### config.mk
export PLATFORM = sky130hd
export DESIGN_NAME = norm_frame_sched
export DESIGN_NICKNAME = d
export VERILOG_FILES = /design/src/rtl/norm_sched_pkg.sv /design/src/rtl/isqrt_seq.sv /design/src/rtl/norm_frame_sched.sv
export SDC_FILE = /design/constraint.sdc
export NUM_CORES = 1
export LEC_CHECK = 0
export ABC_CLOCK_PERIOD_IN_PS = 5900
export CAP_MARGIN = 20
export CORE_MARGIN = 2
export CORE_UTILIZATION = 60
export DETAILED_ROUTE_END_ITERATION = 10
export PLACE_DENSITY = 0.89
export SLEW_MARGIN = 40
export SYNTH_ARGS = -nofsm -noshare
export SYNTH_HDL_FRONTEND = slang
export SYNTH_SLANG_ARGS = --single-unit
### constraint.sdc
create_clock -name clk -period 5.9 [get_ports clk]
set_clock_uncertainty 0.2 [all_clocks]
set_input_delay 1.18 -clock clk [delete_from_list [all_inputs] [get_ports clk]]
set_output_delay 1.18 -clock clk [all_outputs]
set_load 0.02 [all_outputs]
### src/rtl/norm_sched_pkg.sv
// Shared widths, requester count and controller state encoding for the norm frame scheduler.
package norm_sched_pkg;

   localparam int NUM_REQ    = 2;
   localparam int DEF_DATA_W = 8;
   localparam int DEF_ACC_W  = 20;
   localparam int DEF_CNT_W  = 8;

   typedef enum logic [1:0] {
      IDLE,
      ACCUM,
      SQRT,
      OUT
   } state_t;

endpackage

### src/rtl/isqrt_seq.sv
// Sequential restoring integer square root, one root bit per cycle.
// Latency: done pulses ROOT_W cycles after the start cycle; root holds until the next start.
// Backpressure: none; a start while running restarts the computation.
module isqrt_seq #(
   parameter int ACC_W = 20
) (
   input  logic                 clk,
   input  logic                 reset,
   input  logic                 start,
   input  logic [ACC_W-1:0]     radicand,
   output logic                 done,
   output logic [ACC_W/2-1:0]   root
);

   localparam int ROOT_W = ACC_W / 2;
   localparam int ITW    = $clog2(ROOT_W);

   logic [ACC_W-1:0]  rad_q;
   logic [ROOT_W-1:0] rem_q;
   logic [ROOT_W-1:0] root_q;
   logic [ITW-1:0]    iter_q;
   logic              run_q;
   logic              done_q;

   logic [ACC_W-1:0]  src_rad;
   logic [ROOT_W-1:0] src_rem;
   logic [ROOT_W-1:0] src_root;
   logic [ROOT_W+1:0] rem_sh;
   logic [ROOT_W+1:0] trial;
   logic              ge;
   logic [ROOT_W-1:0] rem_n;
   logic [ROOT_W-1:0] root_n;
   logic [ACC_W-1:0]  rad_n;

   // The start cycle performs the first iteration straight from the radicand.
   // Between iterations the remainder is bounded by 2*root, so ROOT_W bits suffice.
   always_comb begin
      src_rad  = start ? radicand : rad_q;
      src_rem  = start ? '0 : rem_q;
      src_root = start ? '0 : root_q;
      rem_sh   = {src_rem, src_rad[ACC_W-1:ACC_W-2]};
      trial    = {src_root, 2'b01};
      ge       = (rem_sh >= trial);
      rem_n    = ge ? (rem_sh[ROOT_W-1:0] - trial[ROOT_W-1:0]) : rem_sh[ROOT_W-1:0];
      root_n   = {src_root[ROOT_W-2:0], ge};
      rad_n    = {src_rad[ACC_W-3:0], 2'b00};
   end

   always_ff @(posedge clk or negedge reset) begin
      if (!reset) begin
         rad_q  <= '0;
         rem_q  <= '0;
         root_q <= '0;
         iter_q <= '0;
         run_q  <= 1'b0;
         done_q <= 1'b0;
      end else begin
         done_q <= 1'b0;
         if (start) begin
            rad_q  <= rad_n;
            rem_q  <= rem_n;
            root_q <= root_n;
            iter_q <= ITW'(ROOT_W - 1);
            run_q  <= 1'b1;
         end else if (run_q) begin
            rad_q  <= rad_n;
            rem_q  <= rem_n;
            root_q <= root_n;
            iter_q <= iter_q - 1'b1;
            if (iter_q == ITW'(1)) begin
               run_q  <= 1'b0;
               done_q <= 1'b1;
            end
         end
      end
   end

   assign done = done_q;
   assign root = root_q;

endmodule

### src/rtl/norm_frame_sched.sv
// Round-robin frame scheduler sharing one sum-of-squares / square-root engine between two requesters.
// Latency: result valid ACC_W/2+1 edges after the last sample of a frame is accepted.
// Backpressure: in_ready only for the granted requester in ACCUM; result held until out_ready. NORM_SAT_EN: saturating accumulate + overflow.
module norm_frame_sched
   import norm_sched_pkg::*;
#(
   parameter int DATA_W = DEF_DATA_W,
   parameter int ACC_W  = DEF_ACC_W,
   parameter int CNT_W  = DEF_CNT_W
) (
   input  logic                             clk,
   input  logic                             reset,
   input  logic [NUM_REQ-1:0]               in_valid,
   input  logic [NUM_REQ-1:0][DATA_W-1:0]   in_data,
   input  logic [NUM_REQ-1:0]               in_last,
   output logic [NUM_REQ-1:0]               in_ready,
   output logic                             out_valid,
   input  logic                             out_ready,
   output logic [ACC_W/2-1:0]               out_root,
   output logic                             out_id,
   output logic [CNT_W-1:0]                 out_count,
   output logic                             busy
`ifdef NORM_SAT_EN
   ,
   output logic                             overflow
`endif
);

   localparam int ROOT_W = ACC_W / 2;

   state_t             state_q, state_n;
   logic               gnt_q;
   logic               last_q;
   logic [ACC_W-1:0]   acc_q;
   logic [CNT_W-1:0]   cnt_q;
   logic               start_q;
   logic               sqrt_done;
   logic [ROOT_W-1:0]  root_w;

   logic               gnt_sel;
   logic               hs;
   logic               take_last;
   logic [2*DATA_W-1:0] sq;
   logic [ACC_W-1:0]   sq_ext;
   logic [ACC_W-1:0]   acc_add;

   // Both valid: serve the one not served last (last_q resets to 1 so requester 0 wins first).
   assign gnt_sel = (&in_valid) ? ~last_q : in_valid[1];
   assign sq      = in_data[gnt_q] * in_data[gnt_q];
   assign sq_ext  = {{(ACC_W-2*DATA_W){1'b0}}, sq};

`ifdef NORM_SAT_EN
   logic               ovf_q;
   logic [ACC_W:0]     sum_wide;
   assign sum_wide = {1'b0, acc_q} + {1'b0, sq_ext};
   assign acc_add  = sum_wide[ACC_W] ? '1 : sum_wide[ACC_W-1:0];
   assign overflow = ovf_q;
`else
   assign acc_add  = acc_q + sq_ext;
`endif

   always_comb begin
      state_n   = state_q;
      in_ready  = '0;
      hs        = 1'b0;
      take_last = 1'b0;
      case (state_q)
         IDLE: begin
            if (|in_valid) state_n = ACCUM;
         end
         ACCUM: begin
            in_ready[gnt_q] = 1'b1;
            hs              = in_valid[gnt_q];
            take_last       = hs && in_last[gnt_q];
            if (take_last) state_n = SQRT;
         end
         SQRT: begin
            if (sqrt_done) state_n = OUT;
         end
         OUT: begin
            if (out_ready) state_n = IDLE;
         end
         default: state_n = IDLE;
      endcase
   end

   always_ff @(posedge clk or negedge reset) begin
      if (!reset) state_q <= IDLE;
      else        state_q <= state_n;
   end

   always_ff @(posedge clk or negedge reset) begin
      if (!reset) begin
         gnt_q   <= 1'b0;
         last_q  <= 1'b1;
         acc_q   <= '0;
         cnt_q   <= '0;
         start_q <= 1'b0;
`ifdef NORM_SAT_EN
         ovf_q   <= 1'b0;
`endif
      end else begin
         start_q <= take_last;
         if (state_q == IDLE && |in_valid) begin
            gnt_q <= gnt_sel;
            acc_q <= '0;
            cnt_q <= '0;
`ifdef NORM_SAT_EN
            ovf_q <= 1'b0;
`endif
         end
         if (hs) begin
            acc_q <= acc_add;
            if (cnt_q != {CNT_W{1'b1}}) cnt_q <= cnt_q + 1'b1;
`ifdef NORM_SAT_EN
            if (sum_wide[ACC_W]) ovf_q <= 1'b1;
`endif
         end
         if (state_q == OUT && out_ready) last_q <= gnt_q;
      end
   end

   isqrt_seq #(
      .ACC_W (ACC_W)
   ) u_isqrt (
      .clk      (clk),
      .reset    (reset),
      .start    (start_q),
      .radicand (acc_q),
      .done     (sqrt_done),
      .root     (root_w)
   );

   assign out_valid = (state_q == OUT);
   assign busy      = (state_q != IDLE);
   assign out_id    = gnt_q;
   assign out_count = cnt_q;
   assign out_root  = root_w;

endmodule

# Yosys cells after proc, flatten, opt, wreduce, memory -nomap -nowiden
# Index checks and enable logic that the tools add are counted.
dict set report classes {
  n_addsub 4
  n_mul 1
  div 0
  n_lt_le_gt_ge 3
  eq_ne 9
  n_shift 0
  muxes 40
  n_bitwise 1
  n_reduce_logical 11
}
# cell n
set ops {}
lappend ops {{20-bit 2-to-1 mux} 5}
lappend ops {{10-bit 2-to-1 mux} 7}
lappend ops {{8-bit 2-to-1 mux} 5}
lappend ops {{20-bit by 16-bit adder with 20-bit output} 1}
lappend ops {{8-bit by 8-bit multiplier with 16-bit output} 1}
lappend ops {{1-bit 2-to-1 mux} 14}
lappend ops {{12-bit >= comparator} 1}
lappend ops {{2-bit 2-to-1 mux} 5}
lappend ops {{10-bit subtractor} 1}
lappend ops {{8-bit by 1-bit adder with 8-bit output (second input constant)} 1}
lappend ops {{4-bit 2-to-1 mux} 2}
lappend ops {{8-bit != test (second input constant)} 1}
lappend ops {{2-bit case mux with 4 select lines} 1}
lappend ops {{2-bit nonzero test} 3}
lappend ops {{2-bit == test (second input constant)} 2}
lappend ops {{4-bit by 1-bit == test with 1-bit output (second input constant)} 1}
lappend ops {{1-bit logical AND} 4}
lappend ops {{2-bit by 1-bit != test with 1-bit output (second input constant)} 2}
lappend ops {{2-bit != test (second input constant)} 2}
lappend ops {{4-bit AND reduction} 1}
lappend ops {{4-bit by 1-bit subtractor with 4-bit output (second input constant)} 1}
lappend ops {{2-bit by 1-bit == test with 1-bit output (second input constant)} 1}
lappend ops {{2-bit zero test} 1}
lappend ops {{1-bit by 2-bit < comparator with 1-bit output (second input constant)} 1}
lappend ops {{5 further kinds} 5}
dict set report word_totals {
  ff_bits 79
  latch_bits 0
  mem_bits_rw 0
  romBits 0
  inputBits 23
  out_inout_bits 23
  elab_cells 81
  n_memories 0
}

# Logic depth before layout (Yosys ltp)
dict set report depth {
  depth_word 5
  depth_mapped 20
  depth_no_buf 18
}

# By module
# From an unflattened synthesis, not the netlist that was laid out.
dict set report unflattened {
  cells_unflattened 734
  area_unflattened_um2 6717.7
}
# mod n_inst cells_each area_each_um2
set by_module_without_submodules {}
lappend by_module_without_submodules {norm_frame_sched 1 461 4090.2}
lappend by_module_without_submodules {isqrt_seq 1 273 2627.5}

# Worst setup path after synthesis
# OpenSTA, ideal clock, no wires.
dict set report synth_path {
  path_kind {in2reg}
  from {input in_data[10] (netlist name)}
  to {register acc_q[18]}
  setup_time_ns 0.087
  arrival_time_ns 5.146
  required_time_ns 5.613
  setup_slack_ns 0.467
  stages 15
  path_buffers 0
  path_cell_list {mux2i_1 > nor2_1 > fa_1 > fa_1 > fa_1 > inv_1 > fa_1 > inv_1 > ha_1 > a21oi_1 > o21ai_1 > o21ai_1 > o21ai_1 > a211o_1 > o211ai_1}
}
dict set report synth_between {
  elab_chain_cells 5
}
# item line_no
set synth_lines {}
lappend synth_lines {{from (decl)} norm_frame_sched.sv:14} ;# input logic [NUM_REQ-1:0][DATA_W-1:0] in_data,
lappend synth_lines {{8-bit 2-to-1 mux (implied by the code) (2 in a row)} norm_frame_sched.sv:49} ;# assign sq = in_data[gnt_q] * in_data[gnt_q];
lappend synth_lines {{8-bit by 8-bit multiplier with 16-bit output} norm_frame_sched.sv:49}
lappend synth_lines {{20-bit by 16-bit adder with 20-bit output} norm_frame_sched.sv:59} ;# assign acc_add = acc_q + sq_ext;
lappend synth_lines {{20-bit 2-to-1 mux} norm_frame_sched.sv:112} ;# if (hs) begin
lappend synth_lines {{to (signal assigned)} norm_frame_sched.sv:96} ;# acc_q <= '0;
lappend synth_lines {{to (signal assigned)} norm_frame_sched.sv:106} ;# acc_q <= '0;
lappend synth_lines {{to (signal assigned)} norm_frame_sched.sv:113} ;# acc_q <= acc_add;
lappend synth_lines {{to (decl)} norm_frame_sched.sv:34} ;# logic [ACC_W-1:0] acc_q;
# No other way between the ends. The select of a mux whose other input is x is not followed.
# A chain may end at the register's enable or synchronous reset.

# Final worst setup path
dict set report layout_path {
  from {input in_data[7] (netlist name)}
  to {register acc_q[18]}
}
# The elaborated chain is that of the path after synthesis.

==> impl_metrics.json <==
{
  "synth.distinct_cells": 59,
  "ant_nets": 0,
  "syn_to_final_growth_pct": 13.9,
  "max_freq_ghz": 0.175,
  "netlist_area_mm2": 0.00645,
  "via_per_inst": 5.82,
  "clk_path_buf_depth": 2,
  "max_stage_delay_ps": 630,
  "post-route-min-period_ps": 5720,
  "synth_compound_area_frac": 0.132,
  "grt_first_pass_wirelength_um": 24200,
  "status": "finished, final reports clean",
  "min_from": "u_isqrt.rem_q[0]",
  "cts_buffers": 9,
  "wirelength_um": 14200,
  "setup_viol": 0,
  "routed-wl-met3_um": 596,
  "synth_simple_gate_area_share": 0.150,
  "r2r-start": "out_id",
  "port_buffers": 45,
  "crit_required_ps": 5970,
  "n_antenna_cell": 0,
  "route.detailed.drc": 0,
  "cp_slowest_cell": "fa_1",
  "dieWidth_um": 108,
  "critical_path.cell_chain": "clkdlybuf4s50_1 > mux2i_2 > nor2_1 > fa_1 > fa_1 > fa_1 > inv_1 > fa_1 > inv_1 > ha_1 > a21oi_1 > o21ai_1 > o21ai_1 > o21ai_1 > a211o_1 > o211ai_1",
  "slew_viol_final": 0,
  "synth_seq_cells": 77,
  "synth_fa_ha_area_frac": 0.233,
  "cts_max_level": 3,
  "grt_antenna_before_repair": 0,
  "yosys-mux-area-fraction": 0.0746,
  "dieArea_mm2": 0.0116,
  "place_area_mm2": 0.00710,
  "synth_top_family_by_area": "adder cells",
  "crit_top_cell": "fa_1",
  "cp-end-kind": "flop",
  "reg2reg_depth": 16,
  "grt-ovfl-total": 0,
  "first_pass_iters": 7,
  "ys_async_sr_fraction": 1.00,
  "nFillCells": 744,
  "clk_pin_slew_ps": 80,
  "numClockSinks": 77,
  "min_to": "u_isqrt.rem_q[0]",
  "synth_common_cells": "87 x inv_1, 76 x dfrtp_1, 70 x nand2_1",
  "seq_area_frac_synth": 0.299,
  "clock_tree.root_cell": "clkbuf_8",
  "routedWlPerCell_um": 15.8,
  "tightest_slew_ps": 835,
  "grt_max_degree": 78,
  "maxSlewHeadroom": 0.444,
  "synth_nets": 828,
  "clk_latency_ps": 350,
  "worstPathArrival_ps": 5790,
  "core_area_mm2": 0.0104,
  "num_vias": 5222,
  "core.rowCount": 37,
  "crit_type": "in2reg",
  "cts_tree": "done",
  "wl_met2_um": 7360,
  "finalInstanceArea_mm2": 0.00735,
  "finalHoldViolations": 0,
  "grt_pass1_vias": 5306,
  "setup_tns_ps": 0,
  "start_util": 0.622,
  "top_layer": "met4",
  "synth_top_area_frac": 0.295,
  "crit_fanout": 5,
  "synth_xor_area_frac": 0.0393,
  "yosys_warnings": 0,
  "synth_area_per_cell_um2": 9.13,
  "reg2reg_to": "acc_q[18]",
  "drt-initial-drc-count": 297,
  "final_nets": 877,
  "synth_edf_count": 0,
  "synth_flop_cell": "dfrtp_1",
  "io_pins": 46,
  "drive_above_1_share": 0.0867,
  "cts_setup_buffers": 0,
  "wl_met1_um": 5830,
  "dieHeight_um": 108,
  "synth_largest_area_cell": "dfrtp_1",
  "hold_depth": 2,
  "yosysMostFrequentCell": "inv_1",
  "start_kind": "primary input",
  "place_congestion": 0.928,
  "grtUsageTotal": 0.260,
  "place_hpwl_um": 10700,
  "netlist_instances": 707,
  "synth_area_leaders": "dfrtp_1 29%, ha_1 12%, fa_1 11%, mux2i_1 6.5%, inv_1 5.1%",
  "drv_cap": 0,
  "period_share": 0.969,
  "rrSetupSlack_ps": 380,
  "min_path_type": "reg2reg"
}
[critical path: cells and delay by family]
kind	cells	cell delay, ps
adders and majority gates	5	2540
buffers and inverters	3	520
muxes	1	300
AOI/OAI and AO/OA	6	1090
and+or+nand+nor	1	150
[flip-flops by register name, summed over array words and instances, names as in the netlist]
| signal | count |
|---|---|
| u_isqrt.rad_q | 18 |
| u_isqrt.rem_q | 10 |
| out_id | 1 |
| last_q | 1 |
| acc_q | 20 |
| u_isqrt.iter_q | 4 |
| out_count | 8 |
| u_isqrt.run_q | 1 |
| state_q | 2 |
| u_isqrt.done | 1 |
| u_isqrt.root | 10 |
| start_q | 1 |
[logic make-up after synthesis]
group	Yosys count
flops	77
fa+ha+maj	98
mux	47
simple gates	205
compound gates	135
buf+inv	116
xor+xnor	29
[layout make-up]
class,count,area (um2),share of cell area
timing repair buffer,64,594,0.0808
tap,136,170,0.0231
inverter,90,338,0.0459
sequential,77,1930,0.263
multi-input combinational,514,4100,0.557
clock inverter,7,98.8,0.0134
clock buffer,9,124,0.0168
[per-stage QoR]
step,hold slack (ps),utilization,setup WS (ps),instances
6_report,295,0.709,182,897
5_1_grt,310,0.709,-0.000888,897
4_1_cts,295,0.706,60.2,897
3_5_place_dp,276,0.684,-300,881
3_3_place_gp,266,0.684,-3.38,881
2_1_floorplan,248,-,467,707
[cell usage in the layout, fill, tap and decap left out, drive strengths merged, types with 2 or more instances in the layout]
cell type,instances
and2,4
or2,3
nand3,27
a21oi,29
nand2,71
o21bai,4
o31ai,6
mux2,3
a21o,5
clkinv,3
nor3,7
bufinv,2
a31oi,3
nand2b,17
mux2i,44
o211ai,6
nor2,47
ha,61
clkdlybuf4s50,44
buf,20
inv,91
xnor2,13
xor2,16
or3,2
o21ai,60
nand4,4
dfrtp,76
and3,2
fa,37
o22ai,5
clkbuf,9
nor2b,19
a2bb2oi,4
[how the worst max path moves through the flow]
stage	from	slack [ps]	endpoint
floorplan	in_data[10]	470	acc_q[18]
global placement	in_data[14]	-3	acc_q[18]
detailed placement	in_data[14]	-300	acc_q[18]
CTS	in_data[14]	60	acc_q[18]
global route	in_data[7]	-0.0009	acc_q[18]
finish	in_data[7]	180	acc_q[18]
[layer usage]
metal / global-route usage / up-vias
met5: 0 / -
met4: 0.101 / 0
met3: 0.0375 / 42
met2: 0.452 / 176
met1: 0.326 / 2550
li1: - / 2454
[repair_timing]
action | in CTS | in global routing
hold buffers | 0 | 0
endpoints found under the setup margin | 0 | 4
resized for setup | 0 | 6
endpoints found under the hold margin | 0 | 0
Power is not shown: default switching activity piles up to over one toggle a cycle in this logic, so the estimate is an artifact.
